`config.mk`:
```
export PLATFORM = sky130hd
export DESIGN_NAME = icache_fill_ctrl_r32i_flat
export DESIGN_NICKNAME = d
export VERILOG_FILES = /design/src/rtl/icache_fill_ctrl_r32i_if.sv /design/src/rtl/icache_fill_ctrl_r32i.sv /design/src/flat_wrapper.sv
export SDC_FILE = /design/constraint.sdc
export NUM_CORES = 1
export LEC_CHECK = 0
export CORE_MARGIN = 2
export CORE_UTILIZATION = 37
export CTS_BUF_LIST = sky130_fd_sc_hd__clkbuf_16
export DETAILED_ROUTE_END_ITERATION = 8
export PLACE_DENSITY = 0.86
export SYNTH_ARGS = -nofsm -noshare
export SYNTH_HDL_FRONTEND = slang
export SYNTH_SLANG_ARGS = --single-unit
```
`constraint.sdc`:
```
create_clock -name clock -period 4.35 [get_ports clock]
set_input_delay 1.305 -clock clock [delete_from_list [all_inputs] [get_ports clock]]
set_output_delay 1.305 -clock clock [all_outputs]
set_load 0.05 [all_outputs]
```
`src/rtl/icache_fill_ctrl_r32i_if.sv`:
```
// Bus bundle between the refill controller, the PC/icache arrays and the memory port.
interface icache_fill_ctrl_r32i_if #(
   parameter int unsigned dataW     = 32,
   parameter int unsigned LineWords = 4
);
   localparam int unsigned IdxW = (LineWords > 1) ? $clog2(LineWords) : 1;

   logic [dataW-1:0] ProgAddr;
   logic             CacheHit;
   logic             MemReq;
   logic [dataW-1:0] MemAddr;
   logic             MemAck;
   logic             MemRValid;
   logic [dataW-1:0] MemRData;
   logic             FillWe;
   logic [IdxW-1:0]  FillIndex;
   logic [dataW-1:0] FillData;
   logic [dataW-1:0] FillAddr;
   logic             FillTagWe;
   logic             InsCacheStall;
   logic             FetchErr;

   // Controller side
   modport master (
      input  ProgAddr, CacheHit, MemAck, MemRValid, MemRData,
      output MemReq, MemAddr, FillWe, FillIndex, FillData, FillAddr,
             FillTagWe, InsCacheStall, FetchErr
   );

   // PC / cache / memory side
   modport slave (
      output ProgAddr, CacheHit, MemAck, MemRValid, MemRData,
      input  MemReq, MemAddr, FillWe, FillIndex, FillData, FillAddr,
             FillTagWe, InsCacheStall, FetchErr
   );
endinterface

```
`src/rtl/icache_fill_ctrl_r32i.sv`:
```
// Instruction-cache refill controller: on a miss, stall the PC, burst-read one
// aligned line, write it into the data array, then commit the tag/valid entry.
module icache_fill_ctrl_r32i #(
   parameter int unsigned dataW         = 32,
   parameter int unsigned LineWords     = 4,
   parameter int unsigned TimeoutCycles = 255
) (
   input logic                    clock,
   input logic                    reset,
   icache_fill_ctrl_r32i_if.master bus
);
   localparam int unsigned IdxW = (LineWords > 1) ? $clog2(LineWords) : 1;
   localparam int unsigned OffW = IdxW + 2;
   localparam int unsigned TmrW = 8;
   localparam logic [dataW-1:0] OFF_MASK = dataW'((1 << OffW) - 1);

   typedef enum logic [2:0] {
      IDLE   = 3'd0,
      REQ    = 3'd1,
      FILL   = 3'd2,
      COMMIT = 3'd3,
      ERROR  = 3'd4
   } state_t;

   state_t           r_state,     w_state_nxt;
   logic [IdxW-1:0]  r_beat,      w_beat_nxt;
   logic [TmrW-1:0]  r_timer,     w_timer_nxt;
   logic [dataW-1:0] r_line_base, w_line_base_nxt;
   logic [TmrW-1:0]  w_timer_inc;
   logic             w_timeout;

   // State and datapath registers with synchronous reset
   always_ff @(posedge clock) begin
      if (reset) begin
         r_state     <= IDLE;
         r_beat      <= '0;
         r_timer     <= '0;
         r_line_base <= '0;
      end else begin
         r_state     <= w_state_nxt;
         r_beat      <= w_beat_nxt;
         r_timer     <= w_timer_nxt;
         r_line_base <= w_line_base_nxt;
      end
   end

   // Next-state, beat counter, idle-cycle timer and line-base capture
   always_comb begin
      w_state_nxt     = r_state;
      w_beat_nxt      = r_beat;
      w_timer_nxt     = r_timer;
      w_line_base_nxt = r_line_base;
      w_timer_inc     = r_timer + TmrW'(1);
      w_timeout       = (w_timer_inc == TmrW'(TimeoutCycles));
      case (r_state)
         IDLE: begin
            if (!bus.CacheHit) begin
               w_line_base_nxt = bus.ProgAddr & ~OFF_MASK;
               w_beat_nxt      = '0;
               w_timer_nxt     = '0;
               w_state_nxt     = REQ;
            end
         end
         REQ: begin
            // A beat coincident with the ack is dropped; only the ack counts.
            if (bus.MemAck) begin
               w_beat_nxt  = '0;
               w_timer_nxt = '0;
               w_state_nxt = FILL;
            end else if (w_timeout) begin
               w_state_nxt = ERROR;
            end else begin
               w_timer_nxt = w_timer_inc;
            end
         end
         FILL: begin
            if (bus.MemRValid) begin
               w_beat_nxt  = r_beat + IdxW'(1);
               w_timer_nxt = '0;
               if (r_beat == IdxW'(LineWords - 1)) begin
                  w_beat_nxt  = '0;
                  w_state_nxt = COMMIT;
               end
            end else if (w_timeout) begin
               w_state_nxt = ERROR;
            end else begin
               w_timer_nxt = w_timer_inc;
            end
         end
         COMMIT:  w_state_nxt = IDLE;
         ERROR:   w_state_nxt = ERROR;
         default: w_state_nxt = IDLE;
      endcase
   end

   // Output decode from state (stall in IDLE and fill strobes follow inputs)
   always_comb begin
      bus.MemReq        = 1'b0;
      bus.FillWe        = 1'b0;
      bus.FillIndex     = '0;
      bus.FillData      = '0;
      bus.FillTagWe     = 1'b0;
      bus.InsCacheStall = 1'b0;
      bus.FetchErr      = 1'b0;
      bus.MemAddr       = r_line_base;
      bus.FillAddr      = r_line_base;
      case (r_state)
         IDLE: bus.InsCacheStall = !bus.CacheHit;
         REQ: begin
            bus.MemReq        = 1'b1;
            bus.InsCacheStall = 1'b1;
         end
         FILL: begin
            bus.InsCacheStall = 1'b1;
            if (bus.MemRValid) begin
               bus.FillWe    = 1'b1;
               bus.FillIndex = r_beat;
               bus.FillData  = bus.MemRData;
            end
         end
         COMMIT: begin
            bus.FillTagWe     = 1'b1;
            bus.InsCacheStall = 1'b1;
         end
         ERROR: begin
            bus.InsCacheStall = 1'b1;
            bus.FetchErr      = 1'b1;
         end
         default: bus.InsCacheStall = 1'b1;
      endcase
   end
endmodule
```
`src/flat_wrapper.sv`:
```
// flat-port wrapper written by rule: the top's interface ports become plain ports
module icache_fill_ctrl_r32i_flat 
#(
   parameter int unsigned dataW         = 32,
   parameter int unsigned LineWords     = 4,
   parameter int unsigned TimeoutCycles = 255
)
  (clock, reset, bus_ProgAddr, bus_CacheHit, bus_MemAck, bus_MemRValid, bus_MemRData, bus_MemReq, bus_MemAddr, bus_FillWe, bus_FillIndex, bus_FillData, bus_FillAddr, bus_FillTagWe, bus_InsCacheStall, bus_FetchErr);
  icache_fill_ctrl_r32i_if #(.dataW(dataW), .LineWords(LineWords)) bus_i ();
  input logic clock;
  input logic reset;
  input wire logic [$bits(bus_i.ProgAddr)-1:0] bus_ProgAddr;
  input wire logic [$bits(bus_i.CacheHit)-1:0] bus_CacheHit;
  input wire logic [$bits(bus_i.MemAck)-1:0] bus_MemAck;
  input wire logic [$bits(bus_i.MemRValid)-1:0] bus_MemRValid;
  input wire logic [$bits(bus_i.MemRData)-1:0] bus_MemRData;
  output wire logic [$bits(bus_i.MemReq)-1:0] bus_MemReq;
  output wire logic [$bits(bus_i.MemAddr)-1:0] bus_MemAddr;
  output wire logic [$bits(bus_i.FillWe)-1:0] bus_FillWe;
  output wire logic [$bits(bus_i.FillIndex)-1:0] bus_FillIndex;
  output wire logic [$bits(bus_i.FillData)-1:0] bus_FillData;
  output wire logic [$bits(bus_i.FillAddr)-1:0] bus_FillAddr;
  output wire logic [$bits(bus_i.FillTagWe)-1:0] bus_FillTagWe;
  output wire logic [$bits(bus_i.InsCacheStall)-1:0] bus_InsCacheStall;
  output wire logic [$bits(bus_i.FetchErr)-1:0] bus_FetchErr;
  assign bus_i.ProgAddr = bus_ProgAddr;
  assign bus_i.CacheHit = bus_CacheHit;
  assign bus_i.MemAck = bus_MemAck;
  assign bus_i.MemRValid = bus_MemRValid;
  assign bus_i.MemRData = bus_MemRData;
  assign bus_MemReq = bus_i.MemReq;
  assign bus_MemAddr = bus_i.MemAddr;
  assign bus_FillWe = bus_i.FillWe;
  assign bus_FillIndex = bus_i.FillIndex;
  assign bus_FillData = bus_i.FillData;
  assign bus_FillAddr = bus_i.FillAddr;
  assign bus_FillTagWe = bus_i.FillTagWe;
  assign bus_InsCacheStall = bus_i.InsCacheStall;
  assign bus_FetchErr = bus_i.FetchErr;
  icache_fill_ctrl_r32i #(.dataW(dataW), .LineWords(LineWords), .TimeoutCycles(TimeoutCycles)) u_core (.clock(clock), .reset(reset), .bus(bus_i));
endmodule
```
==> results.cfg <==
[logic_synthesis]
ys_async_sr_fraction = 0
synth.top_cells.by_count = 63 x nand2_1, 41 x dfxtp_1, 38 x buf_4
synth_cell_types = 41
yosysWarningCount = 0
synth_top_area_cell = dfxtp_1
netlist_area_sq_um = 2340
yosysSeqAreaShare = 0.350
yosys-top-cells-area = dfxtp_1 35%, buf_4 12%, nand2_1 10%
yosysTopAreaCellShare = 0.350
synthesis.instances = 303
synth_top_flop_cell = dfxtp_1
postSynthAreaPerCell_sq_um = 7.74
total_of_flip_flops_plus_latches_after_synthesis = 41
synth_most_common_cell = nand2_1
number_of_enable_flip_flop_cells_after_synthesis = 0

[power_and_ir_drop]
pwr-share-seq = 0.348
pwr-share-clk = 0.278
combinationalPowerShare = 0.373
total_leakage_power_nw = 1.65
switching_share = 0.362
ir_drop_uv = 229
p_sw_mw = 0.445
pwr_density_cell_nw_per_um2 = 291
intPower_mw = 0.784

[final_layout]
n_diodes = 0
seq_area_sq_um = 821
fillers = 468
multi_input_area_sq_um = 1180
syn_to_final_growth_pct = 80.3
final_layout_size_suffix_gt1_frac = 0.126
finalNetCount = 499
finalCoreUtilization = 0.677

[die]
num_io_pins = 172
num_rows = 29
design.core.area_sq_um = 6240
width_of_the_die_microns = 83.6
chipHeight_microns = 83.6
die_area_sq_um = 6990
effective_utilization_at_floorplan = 0.376

[placed_design]
place_congestion = 0.845
dp.final_hpwl_microns = 5850
numPortBuffers = 159
pre_cts_slack_ns = 0.360

[clock_tree]
clock_buffers_created_by_tritoncts = 5
cts_tree = done
post_cts.repair.setup_buffers = 0
htree_levels = 2
resized_after_cts = 0
clock_tree.buffer_depth = 2
cts.reportedPaths.clkPinSlew_ns = 0.05
clk_latency_ns = 0.27
clkSinkCount = 41
cts.hold.buffers_added = 0
clk_root_buffer_cell = clkbuf_16

[drt]
dr.pass1.iters = 4
antenna_left = 0
drc_errors = 0
route.vias.total = 2460
viasPerCell = 4.87
first_iter_violations = 115
wire_per_inst_microns = 14.2
finalWirelength_microns = 7180

[setup_path]
crit_reg_reg_endpoint = u_core.r_timer[2]
critPathLaunchType = input pin
worst_flop_to_flop_path_startpoint = u_core.r_state[1]
worst-endpoint-required_ns = 3.04
worst_path_max_delay_cell = clkdlybuf4s50_1
crit_path_frequent_cell = buf_12
worst_setup_path_end_kind = output pin
largest_driver_fanout_on_the_critical_path = 35
endpoint = bus_FillData[24]
setup.reg_to_reg.worst_slack_ns = 2.36
critical_path_class = input pin to output pin
crit_family = buffers and inverters
worstPathCellList = clkdlybuf4s50_1 > inv_1 > nor2_1 > buf_12 > and2_1 > buf_12
arrival_ns = 2.70
slowest_delay_ns = 0.56
buffers_and_inverters_on_the_worst_path = 4
reg2regPathDepth = 6
crit_path_depth = 6
crit_path_start = bus_MemRValid

[sta]
finalWorstPathRequiredPeriod_ns = 4.01
clock_skew_ns = 0.00327
worst_pin_slew_ns = 0.957
final-setup-viol-count = 0
max_transition_viols_final = 0
finalSetupTns_ns = 0
layout_worst_path_cycle_share = 0.921
max-slew-margin-rel = 0.360
report.final.hold_viol_count = 0
worst_setup_margin_ns = 0.345
rsz0062_at_grt = no
maxClockFrequency_ghz = 0.250

[status]
outcome = finished clean

[hold_path]
hold_start = u_core.bus.FillAddr[11]
hold_path_class = flop to flop

[global_route]
global_route.overflow_total = 0
grt_start_max_net_pins = 36
grt_first_pass_wirelength_microns = 11700
grt_antenna_before_repair = 0
first_global_vias = 2500
global_route.usage.total = 0.205

[job]
cap_violations = 0
## power groups by stage
stage                     registers, mW  clock network, mW  logic (mW)
after floorplan                   0.495                  0       0.243
after global placement            0.433                  0       0.454
after detailed placement          0.436                  0       0.461
after CTS                         0.428              0.351       0.462
after global routing              0.433              0.368       0.483
final                             0.428              0.342       0.459
## flip-flops by register name, summed over array words and instances (netlist names)
signal,flops
u_core.r_beat,2
u_core.bus.FillAddr,28
u_core.r_state,3
u_core.r_timer,8
## metrics by stage
step           std cells  cell area (sq um)  power (mW)  hold WS (ns)
3_5_place_dp         497               4090       0.897         0.463
3_3_place_gp         497               4090       0.887         0.453
4_1_cts              505               4230        1.24         0.470
6_report             505               4230        1.23         0.467
2_1_floorplan        310               2370       0.738         0.458
5_1_grt              505               4230        1.28         0.505
## metal layers
metal,GRT usage,up-vias,share of wire
met2,0.385,115,0.54
met4,0.0748,0,0.021
met3,0.0663,12,0.090
met5,0,-,0
met1,0.209,1137,0.35
li1,-,1196,-
## cells in the final DEF (no fill, tap or decap), drive strengths merged, types with 4 or more instances in the layout
master,synthesis,layout
nand2b,4,4
inv,6,6
nand2,63,63
nor2,18,18
a211oi,4,4
and2,36,36
clkbuf,8,5
a21oi,34,34
buf,44,39
dfxtp,41,41
conb,1,8
o21ai,7,7
clkdlybuf4s50,0,123
## cell families (layout without fill, tap and decap cells)
kind of cell,Yosys count,in the layout,share of synthesized area
adder cells (fa/ha/maj),3,3,0.0160
multiplexers,2,2,0.00907
flip-flops,41,41,0.350
AO/OA/AOI/OAI,53,53,0.138
AND/OR/NAND/NOR,140,140,0.304
other,1,8,0.00160
buffers and inverters,58,176,0.160
XOR/XNOR,5,5,0.0219
## tightest hold or removal path, delay by kind of cell (launching register included)
family	cells	cell delay, ns
DFF	1	0.31
and+or+nand+nor	1	0.05
AOI/OAI and AO/OA	1	0.05
## area by class of cell
cell class / count / share of cell area
multi-input cells: 211 / 0.278
repair buffers: 162 / 0.467
clock buffers: 5 / 0.0296
inverters: 6 / 0.00533
flip-flops and latches: 41 / 0.194
well taps: 77 / 0.0228
clock inverters: 3 / 0.00296
## worst min path at each step
stage | depth (start not counted) | slack [ns] | endpoint
final | 2 | 0.47 | u_core.bus.FillAddr[11]
after global routing | 2 | 0.50 | u_core.bus.FillAddr[13]
after CTS | 2 | 0.47 | u_core.bus.FillAddr[11]
after detailed placement | 2 | 0.46 | u_core.bus.FillAddr[11]
after global placement | 2 | 0.45 | u_core.bus.FillAddr[6]
after floorplan | 2 | 0.46 | u_core.r_beat[1]
Note: power is estimated with default switching activity, not from simulation.
